### config.mk
export PLATFORM = sky130hd
export DESIGN_NAME = cv32e40p_alu_reconfig_ft
export DESIGN_NICKNAME = d
export VERILOG_FILES = /design/src/rtl/cv32e40p_alu_reconfig_ft.sv
export SDC_FILE = /design/constraint.sdc
export NUM_CORES = 1
export LEC_CHECK = 0
export BUFFER_PORTS_ARGS = -buffer_cell sky130_fd_sc_hd__buf_4
export CORE_ASPECT_RATIO = 0.7
export CORE_MARGIN = 2
export CORE_UTILIZATION = 54
export CTS_CLUSTER_DIAMETER = 30
export DETAILED_ROUTE_END_ITERATION = 6
export MAX_ROUTING_LAYER = met4
export PLACE_DENSITY = 0.79
export SYNTH_ARGS = -nofsm -noshare
export SYNTH_HDL_FRONTEND = slang
export SYNTH_SLANG_ARGS = --single-unit
### constraint.sdc
create_clock -name clk -period 2.7 [get_ports clk]
set_clock_uncertainty 0.1 [all_clocks]
set_input_delay 0.27 -clock clk [delete_from_list [all_inputs] [get_ports clk]]
set_output_delay 0.27 -clock clk [all_outputs]
set_load 0.1 [all_outputs]
### src/rtl/cv32e40p_alu_reconfig_ft.sv
// ALU reconfiguration controller for the fault-tolerant cv32e40p EX stage.
// Tracks dead ALUs per operation class and selects the healthy subset and voting mode.
module cv32e40p_alu_reconfig_ft #(
   parameter int NUM_ALU      = 3,
   parameter int NUM_CLASS    = 14,
   parameter int DRAIN_CYCLES = 2
) (
   input  logic                         clk,
   input  logic                         rst,
   input  logic [NUM_ALU-1:0]           remove_valid_i,
   input  logic [NUM_ALU-1:0][3:0]      remove_class_i,
   output logic [NUM_ALU-1:0]           remove_ready_o,
   output logic [NUM_ALU-1:0]           counter_clr_o,
   input  logic                         op_valid_i,
   input  logic [3:0]                   op_class_i,
   output logic [2:0]                   alu_sel_o,
   output logic [1:0]                   vote_mode_o,
   output logic                         stall_o,
   output logic                         fatal_o,
   output logic                         bad_class_o,
   output logic [NUM_ALU*NUM_CLASS-1:0] dead_map_o,
   output logic [5:0]                   removed_cnt_o,
   output logic [1:0]                   state_o
);

   // Handshake: a requester raises remove_valid_i[a] with a stable class and holds both
   // until remove_ready_o[a] pulses for one cycle (UPDATE); only that pulse consumes it.

   localparam logic [1:0] IDLE   = 2'd0;
   localparam logic [1:0] UPDATE = 2'd1;
   localparam logic [1:0] DRAIN  = 2'd2;
   localparam logic [5:0] MAX_REMOVED = 6'(NUM_ALU * NUM_CLASS);

   logic [1:0]           state_q, state_d;
   logic [1:0]           rr_ptr_q;
   logic [1:0]           win_idx_q;
   logic [3:0]           win_class_q;
   logic [3:0]           drain_cnt_q;
   logic [NUM_CLASS-1:0] dead_q [NUM_ALU];
   logic [5:0]           removed_cnt_q;

   logic [1:0]           cand0, cand1, cand2;
   logic                 win_found;
   logic [1:0]           win_idx_d;
   logic                 win_class_ok;
   logic                 win_already_dead;
   logic                 win_new_bit;
   logic                 op_class_ok;
   logic [2:0]           healthy;
   logic [NUM_CLASS-1:0] col_dead;

   function automatic logic [1:0] rr_next(input logic [1:0] p);
      return (p == 2'd2) ? 2'd0 : p + 2'd1;
   endfunction

   assign cand0 = rr_ptr_q;
   assign cand1 = rr_next(cand0);
   assign cand2 = rr_next(cand1);

   always_comb begin
      win_found = 1'b1;
      win_idx_d = cand0;
      if (remove_valid_i[cand0])      win_idx_d = cand0;
      else if (remove_valid_i[cand1]) win_idx_d = cand1;
      else if (remove_valid_i[cand2]) win_idx_d = cand2;
      else                            win_found = 1'b0;
   end

   assign win_class_ok     = (win_class_q < 4'(NUM_CLASS));
   assign win_already_dead = win_class_ok && dead_q[win_idx_q][win_class_q];
   assign win_new_bit      = win_class_ok && !win_already_dead;

   always_comb begin
      state_d = state_q;
      case (state_q)
         IDLE:    if (win_found) state_d = UPDATE;
         UPDATE:  state_d = win_new_bit ? DRAIN : IDLE;
         DRAIN:   if (drain_cnt_q == 4'd0) state_d = IDLE;
         default: state_d = IDLE;
      endcase
   end

   always_ff @(posedge clk or posedge rst) begin
      if (rst) begin
         state_q       <= IDLE;
         rr_ptr_q      <= 2'd0;
         win_idx_q     <= 2'd0;
         win_class_q   <= 4'd0;
         drain_cnt_q   <= 4'd0;
         removed_cnt_q <= 6'd0;
         for (int a = 0; a < NUM_ALU; a++) dead_q[a] <= '0;
      end else begin
         state_q <= state_d;
         case (state_q)
            IDLE: begin
               if (win_found) begin
                  win_idx_q   <= win_idx_d;
                  win_class_q <= remove_class_i[win_idx_d];
                  rr_ptr_q    <= rr_next(win_idx_d);
               end
            end
            UPDATE: begin
               if (win_new_bit) begin
                  dead_q[win_idx_q][win_class_q] <= 1'b1;
                  drain_cnt_q <= 4'(DRAIN_CYCLES - 1);
                  if (removed_cnt_q != MAX_REMOVED) removed_cnt_q <= removed_cnt_q + 6'd1;
               end
            end
            DRAIN: begin
               if (drain_cnt_q != 4'd0) drain_cnt_q <= drain_cnt_q - 4'd1;
            end
            default: ;
         endcase
      end
   end

   always_comb begin
      remove_ready_o = '0;
      bad_class_o    = 1'b0;
      if (state_q == UPDATE) begin
         remove_ready_o[win_idx_q] = 1'b1;
         bad_class_o               = !win_class_ok;
      end
   end

   assign counter_clr_o = remove_ready_o;
   // Holding off issue while a request is merely pending keeps ops away from a stale map.
   assign stall_o       = (state_q != IDLE) || (|remove_valid_i);

   assign op_class_ok = (op_class_i < 4'(NUM_CLASS));

   always_comb begin
      healthy     = '0;
      alu_sel_o   = 3'b000;
      vote_mode_o = 2'b00;
      if (op_valid_i && op_class_ok) begin
         for (int a = 0; a < NUM_ALU; a++) healthy[a] = !dead_q[a][op_class_i];
         alu_sel_o = healthy;
         case (healthy)
            3'b111:                 vote_mode_o = 2'b00;
            3'b011, 3'b101, 3'b110: vote_mode_o = 2'b01;
            3'b001, 3'b010, 3'b100: vote_mode_o = 2'b10;
            default:                vote_mode_o = 2'b11;
         endcase
      end
   end

   // Dead bits only clear on reset, so an all-dead column is already sticky.
   assign col_dead = dead_q[0] & dead_q[1] & dead_q[2];
   assign fatal_o  = |col_dead;

   for (genvar a = 0; a < NUM_ALU; a++) begin : g_map
      assign dead_map_o[a*NUM_CLASS +: NUM_CLASS] = dead_q[a];
   end

   assign removed_cnt_o = removed_cnt_q;
   assign state_o       = state_q;

endmodule

==> results.toml, run 1 <==
[critical_path]
endpoint_kind = "primary output"
required_ns = 2.33
cp-start-kind = "flop"
slowest_stage = "mux4_2"
worst_ep_arrival_time_ns = 2.37
crit_type = "reg -> out"
crit_chain = "mux4_2 -> and3_4 -> nor3_4 -> fa_1 -> nor2_4 -> buf_12"
max_stage_delay_ns = 0.48
cp_max_fo = 5

[die]
dieHeight_um = 73.3
die_width_um = 103
num_rows = 25
core-area_um2 = 6690
initial_core_util = 0.554
io_pins = 86
die_area_um2 = 7560

[logic_synthesis]
synthTopCellsByArea = "dfrtp_1 (42%), a41o_1 (7.6%), mux4_2 (6.1%)"
post-synth-top-area-cell = "dfrtp_1"
yosys-top-cells-count = "dfrtp_1 (62), a41o_1 (28), mux2i_1 (21), nand2_1 (18), nor2_1 (16)"
yosysSeqAreaShare = 0.418
synthFlopType = "dfrtp_1"
yosysWarnings = 0
syn_avg_cell_area_um2 = 10.8
ys_seq_elements = 62
syn_inst = 344
syn_nets = 371
synth_edf_count = 0
yosys.cell_types.count = 52
synth.top_cell.area_share = 0.418
synthArstFlopShare = 1.00
netlist_area_um2 = 3710
yosysMostFrequentCell = "dfrtp_1"

[placement]
place_congestion = 1.00
dp_hpwl_um = 8050
numPortBuffers = 85
dpl.cell_count = 529

[sta]
hold_viol_final = 0
fin_crit_ns = 2.74
tightest_slew_ns = 0.704
setup_tns_ns = -0.0371
fmax_mhz = 365
slew-limit-headroom = 0.530
setup_viol = 1
rsz0062_at_grt = "true"
whs_ns = 0.117
post-route-period-util = 1.01
timing.final.ws_setup_ns = -0.0371
slew_violations = 0

[clock_network]
clk-insertion-delay-late_ns = 0.34
cts.clk_slew.worst_paths_ns = 0.07
clk_path_buf_depth = 2
ctsHtreeMaxLevel = 3
cts_tree = "done"
cts_sinks = 62
ctsRootBufferMaster = "clkbuf_8"
cts-buffers-inserted = 9

[finish]
fin_util = 0.748
nNetsFinal = 479
layoutNonFillerInstCount = 551
fill_cells = 458
drive_above_1_share = 0.470
n_antenna_cell = 0
syn2layout_area_growth_pct = 35.1

[global_routing]
antenna_found_initial = 0
grt_pass1_wl_um = 16900
grt.total_usage = 0.309
grt_max_degree = 48
grt_pass1_vias = 3218
gr-total-overflow = 0

[run_status]
run_status = "finished, violations left"
violations = "setup timing"

[route]
wl_um = 10900
wire_per_inst_um = 19.7
drc_errors = 0
antenna_left = 0
drtPass1Iterations = 5
vias_per_cell = 6.29
drtIter0Drc = 236
vias = 3464

[flow_run]
maxCapViolCount = 0

[worst_hold_path]
hp-class = "in -> reg"
[worst paths after layout]
check	start	endpoint	slack (ns)	cells past startpoint
worst max-delay path	dead_map_o[7]	vote_mode_o[0]	-0.04	6
worst min-delay path	remove_class_i[5]	win_class_q[1]	0.12	3
worst max register to register	win_idx_q[0]	dead_map_o[3]	0.13	8
worst min register to register	removed_cnt_o[5]	removed_cnt_o[5]	0.41	1
max in group asynchronous	rst	dead_map_o[41]	1.36	4
min in group asynchronous	rst	win_class_q[3]	0.42	3
[metrics by stage]
stage	area [µm²]	worst slack, ns
floorplan	3900	-0.0772
global placement	4730	0.112
detailed placement	4730	0.0618
CTS	4950	-0.0660
global route	5010	-0.117
finish	5010	-0.0371
[routing by layer]
metal,up-vias,share of wire,track usage
met5,-,0,-
met4,0,0.014,0.0731
met3,19,0.12,0.121
met2,199,0.43,0.436
met1,1695,0.43,0.424
li1,1551,-,-
[state kept, by name (all words and copies together) (netlist names)]
| signal | cells |
|---|---|
| win_class_q | 4 |
| win_idx_q | 2 |
| drain_cnt_q | 4 |
| removed_cnt_o | 6 |
| state_o | 2 |
| dead_map_o | 42 |
| cand0 | 2 |
[cell families (layout without fill, tap and decap cells)]
group | Yosys count | count (layout) | share of synthesized area
buffers and inverters | 43 | 156 | 0.0648
muxes | 34 | 34 | 0.127
AOI/OAI and AO/OA | 92 | 92 | 0.213
adders and majority gates | 5 | 5 | 0.0189
xor gates and xnor gates | 7 | 7 | 0.0165
and+or+nand+nor | 101 | 101 | 0.142
DFF | 62 | 62 | 0.418
[critical path, delay by kind of cell, from the launching register on]
| family | cells | cell delay, ns |
|---|---|---|
| and+or+nand+nor | 3 | 0.48 |
| adders and majority gates | 1 | 0.45 |
| buffers and inverters | 1 | 0.18 |
| DFF | 1 | 0.44 |
| muxes | 1 | 0.48 |
[layout by cell type (no fill, tap or decap), types with 3 or more instances in the layout]
cell type / Yosys / routed
buf_4: 3 / 121
dfrtp_2: 0 / 43
a41o_1: 28 / 28
mux2i_1: 21 / 21
dfrtp_1: 62 / 19
nand2_1: 18 / 18
nand3_1: 14 / 14
a31o_1: 14 / 14
nor2_1: 16 / 13
inv_1: 14 / 13
mux4_2: 10 / 10
clkbuf_8: 0 / 9
o2bb2ai_1: 8 / 8
o21ai_0: 8 / 8
nand2b_1: 7 / 7
nor3_1: 11 / 6
and3_1: 8 / 6
xnor2_1: 6 / 6
and2_1: 5 / 5
nor3_4: 0 / 5
nand4_1: 5 / 5
nor2b_1: 5 / 4
a31oi_1: 4 / 4
a2bb2oi_1: 4 / 4
ha_1: 4 / 4
a221o_1: 3 / 3
a21o_1: 3 / 3
a21oi_1: 5 / 3
or3_1: 3 / 3
buf_12: 0 / 3
[layout make-up]
class | count | area (µm²) | area share
multi-input combinational | 239 | 2050 | 0.410
sequential | 62 | 1610 | 0.321
timing repair buffer | 126 | 990 | 0.198
clock buffer | 11 | 131 | 0.0262
tap | 94 | 118 | 0.0235
clock inverter | 5 | 58.8 | 0.0117
inverter | 14 | 52.6 | 0.0105
[timing repair]
item | 4_1_cts | 5_1_grt
setup endpoints to repair | 1 | 2
hold endpoints to repair | 23 | 0
pin swaps | 0 | 1
buffers inserted | 0 | 5
gates resized for setup | 4 | 4
hold buffers | 1 | 0
Power of run 1 is not shown: default switching activity piles up to over one toggle a cycle in this logic, so the estimate is an artifact.
==> inputs of run 2 (changes only) <==
- CORE_UTILIZATION: 54 -> 50
- PLACE_DENSITY: 0.79 -> 0.74
- REMOVE_ABC_BUFFERS: not set -> 1
==> results.toml, run 2 (same netlist as run 1, synthesis figures left out) <==
[clock_network]
cts.clk_slew.worst_paths_ns = 0.07
cts_sinks = 62
clk-insertion-delay-late_ns = 0.34
cts-buffers-inserted = 9
cts_tree = "done"
ctsRootBufferMaster = "clkbuf_8"
clk_path_buf_depth = 2
ctsHtreeMaxLevel = 3

[die]
io_pins = 86
die_width_um = 107
die_area_um2 = 8130
dieHeight_um = 76.1
num_rows = 26
core-area_um2 = 7250
initial_core_util = 0.511

[critical_path]
r2r_end = "dead_map_o[25]"
required_ns = 2.33
cp_max_fo = 2
startpoint = "dead_map_o[35]"
cp-start-kind = "flop"
cp-endpoint = "vote_mode_o[0]"
worst_ep_arrival_time_ns = 2.33
r2r_start = "win_idx_q[0]"
slowest_stage = "mux4_2"
crit_type = "reg -> out"
max_stage_delay_ns = 0.47
r2r_setup_slack_ns = 0.13
crit_chain = "mux4_2 -> and3_4 -> nor3_4 -> fa_1 -> nor2_1 -> buf_6"
endpoint_kind = "primary output"
reg2reg_depth = 9

[route]
vias_per_cell = 6.35
antenna_left = 0
wire_per_inst_um = 20.2
drc_errors = 0
vias = 3564
drtPass1Iterations = 5
wl_um = 11300
drtIter0Drc = 278

[finish]
fin_area_um2 = 4930
final_cell_mix = "buf_4 (125), dfrtp_1 (59), a41o_1 (28), mux2i_1 (21), nand2_1 (17)"
largest_reg_flops = 42
fill_cells = 551
n_antenna_cell = 0
drive_above_1_share = 0.371
nNetsFinal = 485
layoutNonFillerInstCount = 561
syn2layout_area_growth_pct = 33.0
fin_util = 0.680
layout_commonest_cell = "buf_4"

[worst_hold_path]
hp-class = "in -> reg"

[sta]
slew-limit-headroom = 0.535
fmax_mhz = 370
slew_violations = 0
fin_crit_ns = 2.70
setup_viol = 1
post-route-period-util = 1.00
hold_viol_final = 0
tightest_slew_ns = 0.697
rsz0062_at_grt = "true"
timing.final.ws_setup_ns = -0.00477

[run_status]
run_status = "finished, violations left"
violations = "setup timing"

[placement]
numPortBuffers = 85
dpl.cell_count = 543
place_congestion = 0.944
dp_hpwl_um = 8210
place_area_um2 = 4670

[global_routing]
grt.total_usage = 0.301
grt_max_degree = 32
gr-total-overflow = 0
grt_pass1_vias = 3295
antenna_found_initial = 0
grt_pass1_wl_um = 18400

[flow_run]
maxCapViolCount = 0
==> run 2: worst min-delay path by stage <==
stage,startpoint,end,slack [ns],cells after the start
2_1_floorplan,remove_class_i[7],win_class_q[3],0.36,2
3_3_place_gp,rst,state_o[1],0.31,2
3_5_place_dp,rst,state_o[1],0.32,2
4_1_cts,remove_class_i[6],win_class_q[2],0.11,3
5_1_grt,remove_class_i[6],win_class_q[2],0.14,3
6_report,remove_class_i[6],win_class_q[2],0.12,3
==> run 2: worst max-delay path, delay by kind of cell (launching register included) <==
kind / cells / cell delay (ns)
buffers and inverters: 1 / 0.24
AND/OR/NAND/NOR: 3 / 0.47
flip-flops: 1 / 0.40
adder cells (fa/ha/maj): 1 / 0.41
multiplexers: 1 / 0.47
==> run 2: area by class of cell <==
cell class	count	area, µm²	share of cell area
multi-input combinational	239	1970	0.399
sequential	62	1560	0.315
timing repair buffer	132	1050	0.213
clock buffer	11	131	0.0266
tap	98	123	0.0249
inverter	14	52.6	0.0107
clock inverter	5	50.0	0.0101
==> run 2: through the flow <==
| step | hold WS, ns | TNS (ns) | setup slack, ns |
|---|---|---|---|
| 2_1_floorplan | 0.362 | -50.16 | -3.15 |
| 3_3_place_gp | 0.314 | 0 | 0.0233 |
| 3_5_place_dp | 0.320 | 0 | 0.00907 |
| 4_1_cts | 0.113 | -0.0158 | -0.0158 |
| 5_1_grt | 0.139 | -0.122 | -0.0915 |
| 6_report | 0.118 | -0.00477 | -0.00477 |
==> run 2: routing by layer <==
metal  global-route usage  part of all wire
met1                0.463              0.44
met4               0.0714             0.016
met2                0.409              0.43
met3               0.0607              0.12
met5                    -                 0
==> run 2: what timing repair did <==
item	4_1_cts	5_1_grt
endpoints found under the hold margin	29	0
setup buffers	1	0
pin swaps	6	0
resized for setup	10	6
hold buffers	1	0
endpoints found under the setup margin	1	2
Power of run 2 is left out for the same reason.
==> inputs of run 3 (changes only) <==
- REMOVE_ABC_BUFFERS: 1 -> not set
- SLEW_MARGIN: not set -> 5
- clock period: 2.7 -> 2.5 ns (I/O delays scaled with it)
==> results.toml, run 3 (same netlist as run 1, synthesis figures left out) <==
[placement]
place_congestion = 0.934
dp_hpwl_um = 8500
dpl.cell_count = 547
post-place-ws_ns = -0.131
place_area_um2 = 4890
numPortBuffers = 85

[global_routing]
antenna_found_initial = 0
grt_pass1_wl_um = 19700
grt.total_usage = 0.326
gr-total-overflow = 0
grt_pass1_vias = 3520
grt_max_degree = 39

[clock_network]
ctsRootBufferMaster = "clkbuf_8"
cts_sinks = 62
clk-insertion-delay-late_ns = 0.35
cts.clk_slew.worst_paths_ns = 0.07
clk_path_buf_depth = 2
cts_tree = "done"
ctsHtreeMaxLevel = 3
cts-buffers-inserted = 9

[die]
num_rows = 26
die_area_um2 = 8130
dieHeight_um = 76.1
initial_core_util = 0.511
core-area_um2 = 7250
io_pins = 86
die_width_um = 107

[critical_path]
cp-endpoint = "vote_mode_o[0]"
cp-start-kind = "flop"
startpoint = "dead_map_o[2]"
crit_type = "reg -> out"
reg2reg_depth = 8
r2r_end = "dead_map_o[1]"
required_ns = 2.15
cp_max_fo = 5
endpoint_kind = "primary output"
worst_ep_arrival_time_ns = 2.40
r2r_start = "win_idx_q[0]"
r2r_setup_slack_ns = 0.06

[sta]
rsz0062_at_grt = "true"
fmax_mhz = 363
slew-limit-headroom = 0.490
slew_violations = 0
timing.final.ws_setup_ns = -0.253
fin_crit_ns = 2.75
tightest_slew_ns = 0.758
setup_viol = 2
post-route-period-util = 1.10
hold_viol_final = 0

[finish]
final_cell_mix = "buf_4 (130), dfrtp_2 (44), a41o_1 (28), mux2i_1 (20), dfrtp_1 (18)"
largest_reg_flops = 42
nNetsFinal = 497
drive_above_1_share = 0.505
layoutNonFillerInstCount = 573
n_antenna_cell = 0
syn2layout_area_growth_pct = 41.1
layout_commonest_cell = "buf_4"
fill_cells = 512
fin_area_um2 = 5230

[run_status]
run_status = "finished, violations left"
violations = "setup timing"

[worst_hold_path]
whs_path_depth = 3
hp-class = "in -> reg"

[route]
vias_per_cell = 6.37
wl_um = 12300
drtPass1Iterations = 6
drtIter0Drc = 382
antenna_left = 0
drc_errors = 0
vias = 3648
wire_per_inst_um = 21.5

[flow_run]
maxCapViolCount = 0
## run 3: timing repair
action,in CTS,in global routing
endpoints found under the setup margin,5,43
setup buffers,7,3
gates resized for setup,16,6
hold buffers,1,0
hold endpoints to repair,26,0
pin swaps,3,3
gates cloned,0,1
## run 3: worst max-delay path: stages, from the launching register on
cell and delay (ns):
dfrtp_2 0.45, mux4_2 0.48, nand2_2 0.10, a21oi_2 0.07
nor3_2 0.16, fa_1 0.49, nor2_4 0.12, buf_12 0.18
## run 3: worst min path at each step
stage / from / endpoint / slack, ns
after detailed placement: rst / removed_cnt_o[1] / 0.26
final: remove_class_i[7] / win_class_q[3] / 0.09
after CTS: remove_class_i[7] / win_class_q[3] / 0.09
after floorplan: remove_class_i[4] / win_class_q[0] / 0.34
after global routing: remove_class_i[7] / win_class_q[3] / 0.09
after global placement: rst / removed_cnt_o[1] / 0.26
## run 3: stage by stage
step | setup TNS, ns | util | hold slack (ns)
after floorplan | -0.934 | - | 0.342
after global placement | -0.0104 | 0.674 | 0.258
after detailed placement | -0.181 | 0.674 | 0.259
after CTS | -0.254 | 0.713 | 0.0925
after global routing | -0.480 | 0.721 | 0.0900
final | -0.297 | 0.721 | 0.0851
## run 3: layer usage
layer / vias to the layer above / global-route usage / wire length (µm)
li1: 1578 / - / -
met1: 1790 / 0.466 / 5080
met2: 249 / 0.468 / 5490
met3: 31 / 0.0778 / 1460
met4: 0 / 0.0935 / 274
met5: - / - / 0
## run 3: final cells by class
class | count | area, µm² | share of cell area
Multi-Input combinational cell | 239 | 2080 | 0.397
Sequential cell | 62 | 1610 | 0.307
Timing Repair Buffer | 144 | 1210 | 0.231
Clock buffer | 12 | 145 | 0.0277
Tap cell | 98 | 123 | 0.0234
Inverter | 14 | 52.6 | 0.0100
Clock inverter | 4 | 22.5 | 0.00430
Power of run 3 is left out for the same reason.
